### src/rtl/cpu_step_ctrl_if.sv
// Signal bundle between the RP2040-facing io pins and the CPU step controller.
// The master side drives the raw io lines; the slave side (the controller)
// returns the conditioned step pulse and the values captured with it.
interface cpu_step_ctrl_if;
  logic [3:0] i_data_raw;
  logic [1:0] i_instr_raw;
  logic       i_step_raw;
  logic       i_auto_raw;
  logic       o_step;
  logic [1:0] o_instruction;
  logic [3:0] o_data;
  logic       o_data_3_latched;
  logic [7:0] o_step_count;

  modport master (
    output i_data_raw, i_instr_raw, i_step_raw, i_auto_raw,
    input  o_step, o_instruction, o_data, o_data_3_latched, o_step_count
  );

  modport slave (
    input  i_data_raw, i_instr_raw, i_step_raw, i_auto_raw,
    output o_step, o_instruction, o_data, o_data_3_latched, o_step_count
  );
endinterface

### src/rtl/cpu_step_ctrl.sv
// Input-conditioning stage in front of the 4-bit CPU core.
// Raw RP2040 lines are synchronised, the manual step strobe is debounced and
// edge-detected, and an optional auto-run prescaler generates RUNPROG steps.
// Each step pulse captures the mode and data nibble so the core sees them
// stable alongside the pulse.
//
// Operating modes (no explicit state register; selected from synced inputs):
//   mode   | meaning
//   manual | auto_s==0 or instr_s!=11: rising debounced step edge -> one pulse
//   auto   | auto_s==1 and instr_s==11: prescaler terminal count -> one pulse
module cpu_step_ctrl #(
  parameter int SYNC_STAGES = 2,
  parameter int DEBOUNCE    = 4,
  parameter int AUTO_DIV    = 16
) (
  input  logic            clk,
  input  logic            rst_n,
  cpu_step_ctrl_if.slave  bus
);

  localparam int DB_W = (DEBOUNCE > 1) ? $clog2(DEBOUNCE) : 1;
  localparam int PS_W = $clog2(AUTO_DIV);
  localparam logic [DB_W-1:0] DB_LOAD = DB_W'(DEBOUNCE - 1);
  localparam logic [PS_W-1:0] PS_LOAD = PS_W'(AUTO_DIV - 1);

  logic [7:0] raw_vec;
  logic [7:0] sync_q [SYNC_STAGES];

  logic [3:0] data_s;
  logic [1:0] instr_s;
  logic       step_s;
  logic       auto_s;

  logic            step_db;
  logic [DB_W-1:0] db_cnt;
  logic            db_cur;
  logic            db_prev;
  logic [PS_W-1:0] ps_cnt;

  logic auto_active;
  logic manual_rise;
  logic auto_fire;
  logic step_fire;

  assign raw_vec = {bus.i_auto_raw, bus.i_step_raw, bus.i_instr_raw, bus.i_data_raw};

  assign data_s  = sync_q[SYNC_STAGES-1][3:0];
  assign instr_s = sync_q[SYNC_STAGES-1][5:4];
  assign step_s  = sync_q[SYNC_STAGES-1][6];
  assign auto_s  = sync_q[SYNC_STAGES-1][7];

  assign auto_active = auto_s && (instr_s == 2'b11);
  assign manual_rise = db_cur && !db_prev;
  assign auto_fire   = auto_active && (ps_cnt == '0);
  // The o_step guard keeps a mode switch from ever producing adjacent pulses.
  assign step_fire   = (auto_active ? auto_fire : manual_rise) && !bus.o_step;

  // Multi-flop synchroniser on every raw io bit.
  always_ff @(posedge clk) begin
    if (!rst_n) begin
      for (int i = 0; i < SYNC_STAGES; i++) sync_q[i] <= '0;
    end else begin
      sync_q[0] <= raw_vec;
      for (int i = 1; i < SYNC_STAGES; i++) sync_q[i] <= sync_q[i-1];
    end
  end

  // Debounce: down-counter of remaining stable cycles before step_db follows step_s.
  always_ff @(posedge clk) begin
    if (!rst_n) begin
      step_db <= 1'b0;
      db_cnt  <= DB_LOAD;
    end else if (step_s == step_db) begin
      db_cnt <= DB_LOAD;
    end else if (db_cnt == '0) begin
      step_db <= step_s;
      db_cnt  <= DB_LOAD;
    end else begin
      db_cnt <= db_cnt - 1'b1;
    end
  end

  // Registered current/previous copies of the debounced level for edge detection.
  always_ff @(posedge clk) begin
    if (!rst_n) begin
      db_cur  <= 1'b0;
      db_prev <= 1'b0;
    end else begin
      db_cur  <= step_db;
      db_prev <= db_cur;
    end
  end

  // Auto-run prescaler: down-counter reloaded whenever auto mode is off or at terminal count.
  always_ff @(posedge clk) begin
    if (!rst_n) begin
      ps_cnt <= PS_LOAD;
    end else if (!auto_active || ps_cnt == '0) begin
      ps_cnt <= PS_LOAD;
    end else begin
      ps_cnt <= ps_cnt - 1'b1;
    end
  end

  // Registered step pulse with mode/data capture and pulse counter.
  always_ff @(posedge clk) begin
    if (!rst_n) begin
      bus.o_step           <= 1'b0;
      bus.o_instruction    <= 2'b00;
      bus.o_data           <= 4'h0;
      bus.o_data_3_latched <= 1'b0;
      bus.o_step_count     <= 8'h00;
    end else begin
      bus.o_step <= step_fire;
      if (step_fire) begin
        bus.o_instruction    <= instr_s;
        bus.o_data           <= data_s;
        bus.o_data_3_latched <= data_s[3];
        bus.o_step_count     <= bus.o_step_count + 8'h01;
      end
    end
  end

endmodule
### src/flat_wrapper.sv
// flat-port wrapper written by rule: the top's interface ports become plain ports
module cpu_step_ctrl_flat 
#(
  parameter int SYNC_STAGES = 2,
  parameter int DEBOUNCE    = 4,
  parameter int AUTO_DIV    = 16
)
  (clk, rst_n, bus_i_data_raw, bus_i_instr_raw, bus_i_step_raw, bus_i_auto_raw, bus_o_step, bus_o_instruction, bus_o_data, bus_o_data_3_latched, bus_o_step_count);
  cpu_step_ctrl_if bus_i ();
  input  logic clk;
  input  logic rst_n;
  input wire logic [$bits(bus_i.i_data_raw)-1:0] bus_i_data_raw;
  input wire logic [$bits(bus_i.i_instr_raw)-1:0] bus_i_instr_raw;
  input wire logic [$bits(bus_i.i_step_raw)-1:0] bus_i_step_raw;
  input wire logic [$bits(bus_i.i_auto_raw)-1:0] bus_i_auto_raw;
  output wire logic [$bits(bus_i.o_step)-1:0] bus_o_step;
  output wire logic [$bits(bus_i.o_instruction)-1:0] bus_o_instruction;
  output wire logic [$bits(bus_i.o_data)-1:0] bus_o_data;
  output wire logic [$bits(bus_i.o_data_3_latched)-1:0] bus_o_data_3_latched;
  output wire logic [$bits(bus_i.o_step_count)-1:0] bus_o_step_count;
  assign bus_i.i_data_raw = bus_i_data_raw;
  assign bus_i.i_instr_raw = bus_i_instr_raw;
  assign bus_i.i_step_raw = bus_i_step_raw;
  assign bus_i.i_auto_raw = bus_i_auto_raw;
  assign bus_o_step = bus_i.o_step;
  assign bus_o_instruction = bus_i.o_instruction;
  assign bus_o_data = bus_i.o_data;
  assign bus_o_data_3_latched = bus_i.o_data_3_latched;
  assign bus_o_step_count = bus_i.o_step_count;
  cpu_step_ctrl #(.SYNC_STAGES(SYNC_STAGES), .DEBOUNCE(DEBOUNCE), .AUTO_DIV(AUTO_DIV)) u_core (.clk(clk), .rst_n(rst_n), .bus(bus_i));
endmodule
### config.mk
export PLATFORM = sky130hd
export DESIGN_NAME = cpu_step_ctrl_flat
export DESIGN_NICKNAME = d
export VERILOG_FILES = /design/src/rtl/cpu_step_ctrl_if.sv /design/src/rtl/cpu_step_ctrl.sv /design/src/flat_wrapper.sv
export SDC_FILE = /design/constraint.sdc
export NUM_CORES = 1
export LEC_CHECK = 0
export ABC_AREA = 1
export CORE_MARGIN = 1.5
export CORE_UTILIZATION = 50
export DETAILED_ROUTE_END_ITERATION = 10
export DONT_BUFFER_PORTS = 1
export PLACE_DENSITY = 0.66
export SYNTH_ARGS = -nofsm -noshare
export SYNTH_HDL_FRONTEND = slang
export SYNTH_SLANG_ARGS = --single-unit
export TNS_END_PERCENT = 20
### constraint.sdc
create_clock -name clk -period 2.6 [get_ports clk]
set_input_delay 0.52 -clock clk [delete_from_list [all_inputs] [get_ports clk]]
set_output_delay 0.52 -clock clk [all_outputs]
set_load 0.02 [all_outputs]
Yosys cells after proc, flatten, opt, wreduce, memory -nomap -nowiden

Memories as Yosys holds them, arrays and structs flattened.
Cells that the tools add are included.
W data, S select, Z words.

Register bits after elaboration: 25
Bits in writable memories: 16
Output and inout port bits: 16
Memories kept: 1

Add/sub/neg operators: 3
Equal/unequal tests: 2
Muxes and demuxes: 5
Bitwise logic cells: 4
Reduce and logical (&&, ||, !) cells: 13

Memories:

| memory        | depth | bits a word | rd ports | clocked after Yosys merged registers in | wr ports | line                | text |
|---|---|---|---|---|---|---|---|
| u_core.sync_q | 2     | 8           | 2        | 0                                       | 2        | cpu_step_ctrl.sv:27 | `logic [7:0] sync_q [SYNC_STAGES];` |

Operators by type and width:

| cell                  | count |
|---|---|
| $mux W8               | 2 |
| $add A8 B1 Y8 const B | 1 |
| $logic_and A1 B1 Y1   | 4 |
| $logic_not A4 Y1      | 1 |
| $sub A4 B1 Y4 const B | 1 |
| $logic_not A1 Y1      | 3 |
| $mux W1               | 3 |
| $reduce_or A3 Y1      | 1 |
| $eq A2 B2 Y1 const B  | 1 |
| $logic_not A2 Y1      | 1 |
| $not A1 Y1            | 2 |
| $or A1 B1 Y1          | 2 |
| $reduce_and A2 Y1     | 1 |
| $reduce_or A2 Y1      | 1 |
| $sub A2 B1 Y2 const B | 1 |
| $eq A1 B1 Y1          | 1 |
| $logic_or A1 B1 Y1    | 1 |

Depth between registers and ports, before layout

Gate-level depths: netlist of the first run.

Word-level depth: 5
Mapped depth: 9
Mapped depth without buffers: 9

Least setup slack after synthesis of the first run

Ideal clock, no wire load.

Path kind: register -> register
Start: register u_core.bus.o_step_count[1]
End: register u_core.bus.o_step_count[6]
Arrival: 1.202 ns
Setup slack: 1.285 ns
Cell stages (with the launch flop): 9
Cells stage by stage: dfxtp_1 > ha_1 > nand2_1 > nor2_1 > nand2_1 > nor2_1 > nand2_1 > nand2_1 > nor2_1

Longest elaborated chain between the ends: 1

RTL lines:

| element                | line                   | text |
|---|---|---|
| start, declared        | cpu_step_ctrl_if.sv:22 | `output o_step, o_instruction, o_data, o_data_3_latched, o_step_count` |
| start signal, assigned | cpu_step_ctrl.sv:119   | `bus.o_step_count <= bus.o_step_count + 8'h01;` |
| $add A8 B1 Y8          | cpu_step_ctrl.sv:119   |  |

Every way passes these cells.
A chain may end at the register's enable or synchronous reset.

Worst setup path after layout of the first run

Same ends and word-level chain as after synthesis.

==> results of run 1 <==
[cells by family (layout without fill, tap and decap cells)]
kind of cell	after synthesis	after routing
flip-flops	40	40
buffers and inverters	51	52
AO/OA/AOI/OAI	10	10
adder cells (fa/ha/maj)	3	3
AND/OR/NAND/NOR	100	100
XOR/XNOR	2	2
[path summary, 6_finish.rpt]
check                                   from                          to  slack, ns  depth (start not counted)
hold reg to reg             u_core.ps_cnt[0]            u_core.ps_cnt[0]       0.42                          1
setup / recovery  u_core.bus.o_step_count[1]  u_core.bus.o_step_count[6]       1.14                          8
hold / removal                         rst_n         u_core.sync_q[0][4]       0.28                          2
setup reg to reg  u_core.bus.o_step_count[1]  u_core.bus.o_step_count[6]       1.14                          8
[registers in the layout (all words and copies together), names as in the netlist]
register and flops:
u_core.ps_cnt 4, u_core.bus.o_step 1, u_core.db_cnt 2, u_core.bus.o_data 4, u_core.db_prev 1, u_core.db_cur 1
u_core.bus.o_step_count 8, u_core.step_db 1, u_core.bus.o_instruction 2, u_core.sync_q 16
[layer usage]
layer  up-vias  part of all wire, %
li1        595                    -
met1       475                   46
met2        25                   47
met3         5                  4.6
met4         0                  1.8
met5         -                    0
[cells in the final DEF, fill, tap and decap left out, types with 2 or more instances in the layout]
master	count
a21oi_1	2
clkbuf_4	5
dfxtp_1	40
ha_1	3
inv_1	45
nand2_1	55
nand2_2	3
nand3_1	6
nor2_1	33
o21ai_0	6
xnor2_1	2
[Yosys cell counts]
cell type / count
nand2_1: 55
nand3_1: 6
a21oi_1: 2
nand3_4: 1
dfxtp_1: 40
buf_2: 1
o21bai_1: 1
a211oi_1: 1
o21ai_0: 6
nor3_1: 1
ha_1: 3
inv_1: 45
clkbuf_1: 2
xnor2_1: 2
nand3b_1: 1
nor2_1: 33
buf_6: 1
buf_4: 2
nand2_2: 3
[where the power goes]
group | internal [mW] | total [mW] | switching, mW
sequential | 0.625 | 0.630 | 0.00467
clock | 0.0998 | 0.283 | 0.183
combinational | 0.00658 | 0.0144 | 0.00783
[layout make-up]
class / count / area [um^2] / share of cell area [%]
clock buffers: 6 / 41.3 / 2.62
clock inverters: 1 / 5.00 / 0.318
inverters: 45 / 169 / 10.7
multi-input cells: 115 / 519 / 33.0
flip-flops and latches: 40 / 801 / 50.9
well taps: 31 / 38.8 / 2.46
[metrics by stage]
stage,instances,util [%],hold WS [ns],instance area [um^2],worst slack [ns]
6_report,238,55.6,0.281,1570,1.14
5_1_grt,238,55.6,0.259,1570,0.970
4_1_cts,238,55.6,0.262,1570,1.14
3_5_place_dp,231,54.0,0.395,1530,1.16
3_3_place_gp,231,54.0,0.373,1530,1.22
2_1_floorplan,206,-,0.365,1530,1.28
==> flow_summary.toml, run 1 <==
[status]
status = "finished, violations left"
violations = "DRC"

[floorplan]
rows = 19
core_region_area_um2 = 2830
die_h_um = 58.3
initial_core_util_pct = 54.0
die_w_um = 58.3
dieArea_um2 = 3400
num_io_pins = 26

[sta]
fin_worst_skew_ns = 0.0107
hold_violations = 0
maxSlewViolCount = 0
rsz0062_at_grt = "no"
fmax_mhz = 685
tns_ns = 0
fin_crit_sh_pct = 56.2
setup_viol = 0
worstMarginPinSlew_ns = 0.410
relSlewSlack_pct = 72.6
fin_crit_ns = 1.46

[logic_synthesis]
netlist_instances = 206
synth_area_leaders = "dfxtp_1 52%, nand2_1 14%, inv_1 11%"
synth_top_area_share_pct = 52.4
synthMuxAreaShare_pct = 0
synth_area_leader_cell = "dfxtp_1"
synthDistinctLibCells = 19
netlist_area_um2 = 1530
ys_ff_latch = 40
synth_top_family_by_area = "simple AND/OR/NAND/NOR gates"
yosys.area_share.simple_pct = 26.8
synth_compound_area_share_pct = 3.60
ys_seq_area_share_pct = 52.4
syn_avg_cell_area_um2 = 7.42
mappedNetlistNets = 219
yosysWarnings = 0
yosys.area_share.xor_xnor_pct = 1.15
yosys.area_share.adder_pct = 2.46

[drt]
drt_wl_total_um = 2320
dr.pass1.iters = 7
viasPerCell = 4.62
ant_nets = 0
wire_per_inst_um = 9.74
drtIter0Drc = 47
post-route-drc-count = 1
vias = 1100

[critical_path]
crit_chain = "ha_1, nand2_1, nor2_1, nand2_1, nor2_1, nand2_1, nand2_1, nor2_1"
critical_path_required_ns = 2.85
critPathBufInv = 0
endpoint_kind = "flip-flop"
critPathMaxStageDelay_ns = 0.51
crit_slowest_cell = "dfxtp_1"
cp_max_fo = 4
crit_family = "simple AND/OR/NAND/NOR gates"
path_class = "flip-flop to flip-flop"
cp_data_arrival_time_ns = 1.71
startpoint_type = "flip-flop"
critPathMostFrequentCell = "nand2_1"

[power_and_ir_drop]
p_leak_nw = 0.858
p_total_mw = 0.927
powerDensity_nw_per_um2 = 589
max-vdd-ir-drop_mv = 0.355

[finish]
area_growth_pct = 3.03
nets = 220
antenna-diode-count = 0
drive_above_1_share_pct = 4.83
fill_cells = 278

[place]
portBuffers = 0
gp_congestion = 0.809
dpl.hpwl_um = 1610

[cts]
hold_buffers = 0
htree_levels = 2
cts_resized = 0
clkTransAtPathRegs_ns = 0.12
cts_buffers = 5
postCtsSetupRepairBufs = 0
cts_max_path_buffers = 2
worstSkewPairLatency_ns = 0.33
root_buffer = "clkbuf_4"
clock-sinks = 40
cts_tree = "yes"

[global_route]
antenna_found_initial = 0
grt_first_pass_wirelength_um = 4120
grt_pass1_vias = 1056
grt_use_total_pct = 16.1
grt_overflow = 0
gr-usage-met3_pct = 5.80
met2_usage_pct = 26.8
grt_busiest_layer = "met2"
grt_max_degree = 36
grtUsageMet1_pct = 17.5

[run]
max_cap_violations = 0

[hold_path]
min_path_type = "primary input to flip-flop"
(Power assumes the default switching activity.)
==> inputs of run 2 (changes only) <==
--- a/config.mk
+++ b/config.mk
@@ -10,7 +10,7 @@
 export CORE_UTILIZATION = 50
 export DETAILED_ROUTE_END_ITERATION = 10
 export DONT_BUFFER_PORTS = 1
-export PLACE_DENSITY = 0.66
+export PLACE_DENSITY = 0.69
 export SYNTH_ARGS = -nofsm -noshare
 export SYNTH_HDL_FRONTEND = slang
 export SYNTH_SLANG_ARGS = --single-unit
==> constraint.sdc (replaced) <==
create_clock -name clk -period 1.3 [get_ports clk]
set_input_delay 0.26 -clock clk [delete_from_list [all_inputs] [get_ports clk]]
set_output_delay 0.26 -clock clk [all_outputs]
set_load 0.02 [all_outputs]
==> run 2 against run 1 <==
Flip-flop and latch count did not move; critical endpoint is now u_core.bus.o_data[3]; count of clock-buffer cells in the layout decreased by 1; register-to-register slack got worse by 1.1 ns; power grew to 2.7 times the previous value; clock power grew to 4.1 times the previous value; the flow still finishes with violations (DRC); clock skew shrank 0.0054 ns; combinational power increased to 4.6 times the previous value; first-iteration DRC count down 15%.
==> flow_summary.toml, run 2 (same netlist as run 1, synthesis figures left out) <==
[finish]
layout_commonest_cell = "nand2_1"
antenna-diode-count = 0
final_cell_mix = "54 x nand2_1, 44 x inv_1, 36 x dfxtp_1"
nets = 241
reg.largest.list = "u_core.sync_q (16), u_core.bus.o_step_count (8)"
area_growth_pct = 21.5
drive_above_1_share_pct = 13.5
regMostFlops = "u_core.sync_q"
largest_register_ffs = 16
final_cell_area_um2 = 1860

[sta]
fin_crit_ns = 1.29
fin_worst_skew_ns = 0.00530
fmax_mhz = 776
hold_violations = 0
maxSlewViolCount = 0
whs_ns = 0.0283
setup_viol = 0
worstMarginPinSlew_ns = 0.405
tns_ns = 0
fin_crit_sh_pct = 99.1
relSlewSlack_pct = 72.9
rsz0062_at_grt = "yes"

[place]
place_area_um2 = 1610
dpl.hpwl_um = 1730
portBuffers = 0
gp_congestion = 0.730

[global_route]
antenna_found_initial = 0
grt_pass1_vias = 1104
grt_max_degree = 27
grt_overflow = 0
grt_first_pass_wirelength_um = 4340
grt_use_total_pct = 17.2

[power_and_ir_drop]
p_comb_share_pct = 2.7
max-vdd-ir-drop_mv = 0.937
netSwitchingPower_mw = 0.420
p_sw_share_pct = 16.8
seq_power_share_pct = 50.4
power.internal_mw = 2.08
p_leak_nw = 0.991
p_total_mw = 2.50
p_clk_share_pct = 46.9
powerDensity_nw_per_um2 = 1350

[critical_path]
r2r_slack_ns = 0.01
critPathMaxStageDelay_ns = 0.34
path_class = "flip-flop to flip-flop"
rr_worst_depth = 8
cp_max_fo = 17
regToRegStartpoint = "u_core.ps_cnt[0]"
critical_path_required_ns = 1.58
crit_chain = "inv_1, ha_2, nand2_1, nand2_2, nand3_4, nand2_2, nand2_1, nor2_1"
crit_slowest_cell = "dfxtp_2"
startpoint_type = "flip-flop"
cp_data_arrival_time_ns = 1.57
endpoint_kind = "flip-flop"
r2r_end = "u_core.bus.o_data[3]"

[hold_path]
min_path_type = "primary input to flip-flop"
hold_start = "rst_n"
whs_endpoint = "u_core.sync_q[0][14]"
hold_depth = 2

[floorplan]
die_w_um = 58.3
rows = 19
die_h_um = 58.3
initial_core_util_pct = 54.0
dieArea_um2 = 3400
core_region_area_um2 = 2830
num_io_pins = 26

[cts]
cts_tree = "yes"
postCtsSetupRepairBufs = 0
clkTransAtPathRegs_ns = 0.11
cts_buffers = 5
cts_max_path_buffers = 2
root_buffer = "clkbuf_4"
worstSkewPairLatency_ns = 0.34
htree_levels = 2
clock-sinks = 40

[drt]
post-route-drc-count = 2
vias = 1193
drtIter0Drc = 40
ant_nets = 0
viasPerCell = 4.59
dr.pass1.iters = 7
wire_per_inst_um = 10.3
drt_wl_total_um = 2680

[run]
max_cap_violations = 0

[status]
violations = "DRC"
status = "finished, violations left"
run 2: timing repair:
item / 4_1_cts / 5_1_grt
gates resized for setup: 3 / 7
endpoints found under the setup margin: 3 / 18
hold buffers: 7 / 4
endpoints found under the hold margin: 10 / 10
run 2: worst max-delay path: cells and delay by family, from the launching register on:
family	cells	cell delay (ns)
buffers and inverters	1	0.06
flip-flops	1	0.34
adder cells (fa/ha/maj)	1	0.18
AND/OR/NAND/NOR	6	0.66
run 2: how the worst max path moves through the flow:
| stage | startpoint | end | slack (ns) | depth (start not counted) |
|---|---|---|---|---|
| 5_1_grt | u_core.ps_cnt[0] | u_core.bus.o_step_count[6] | -0.1 | 9 |
| 6_report | u_core.ps_cnt[0] | u_core.bus.o_data[3] | 0.01 | 8 |
| 2_1_floorplan | u_core.bus.o_step_count[0] | u_core.bus.o_step_count[6] | 0.09 | 8 |
| 3_5_place_dp | u_core.ps_cnt[0] | u_core.bus.o_step_count[0] | -0.01 | 7 |
| 3_3_place_gp | u_core.ps_cnt[0] | u_core.bus.o_step_count[7] | 0.06 | 8 |
| 4_1_cts | u_core.ps_cnt[0] | u_core.bus.o_step_count[0] | 0.007 | 7 |
run 2: per-layer routing:
metal / part of all wire, % / GRT usage [%]
met3: 5.0 / 8.04
met2: 50 / 29.2
met4: 1.5 / 8.31
met1: 44 / 17.9
met5: 0 / 0
run 2: through the flow:
step / utilization (%) / instances / worst slack [ns]
after floorplan: - / 206 / 0.0855
after global placement: 56.7 / 241 / 0.0559
after detailed placement: 56.7 / 241 / -0.0110
after CTS: 63.9 / 256 / 0.00746
after global routing: 65.6 / 260 / -0.0960
final: 65.6 / 260 / 0.0117
run 2: power by group through the flow:
stage	sequential [mW]	clock, mW	combinational (mW)
finish	1.26	1.17	0.0663
global route	1.26	1.26	0.0748
CTS	1.26	1.20	0.0521
detailed placement	1.29	0	0.0308
global placement	1.29	0	0.0289
floorplan	1.29	0	0.0404
run 2: layout make-up:
type | instances | area (um^2)
timing repair buffer | 21 | 185
clock buffer | 5 | 37.5
inverter | 45 | 169
sequential | 40 | 806
clock inverter | 3 | 90.1
fill | 249 | 973
multi-input combinational | 115 | 529
tap | 31 | 38.8
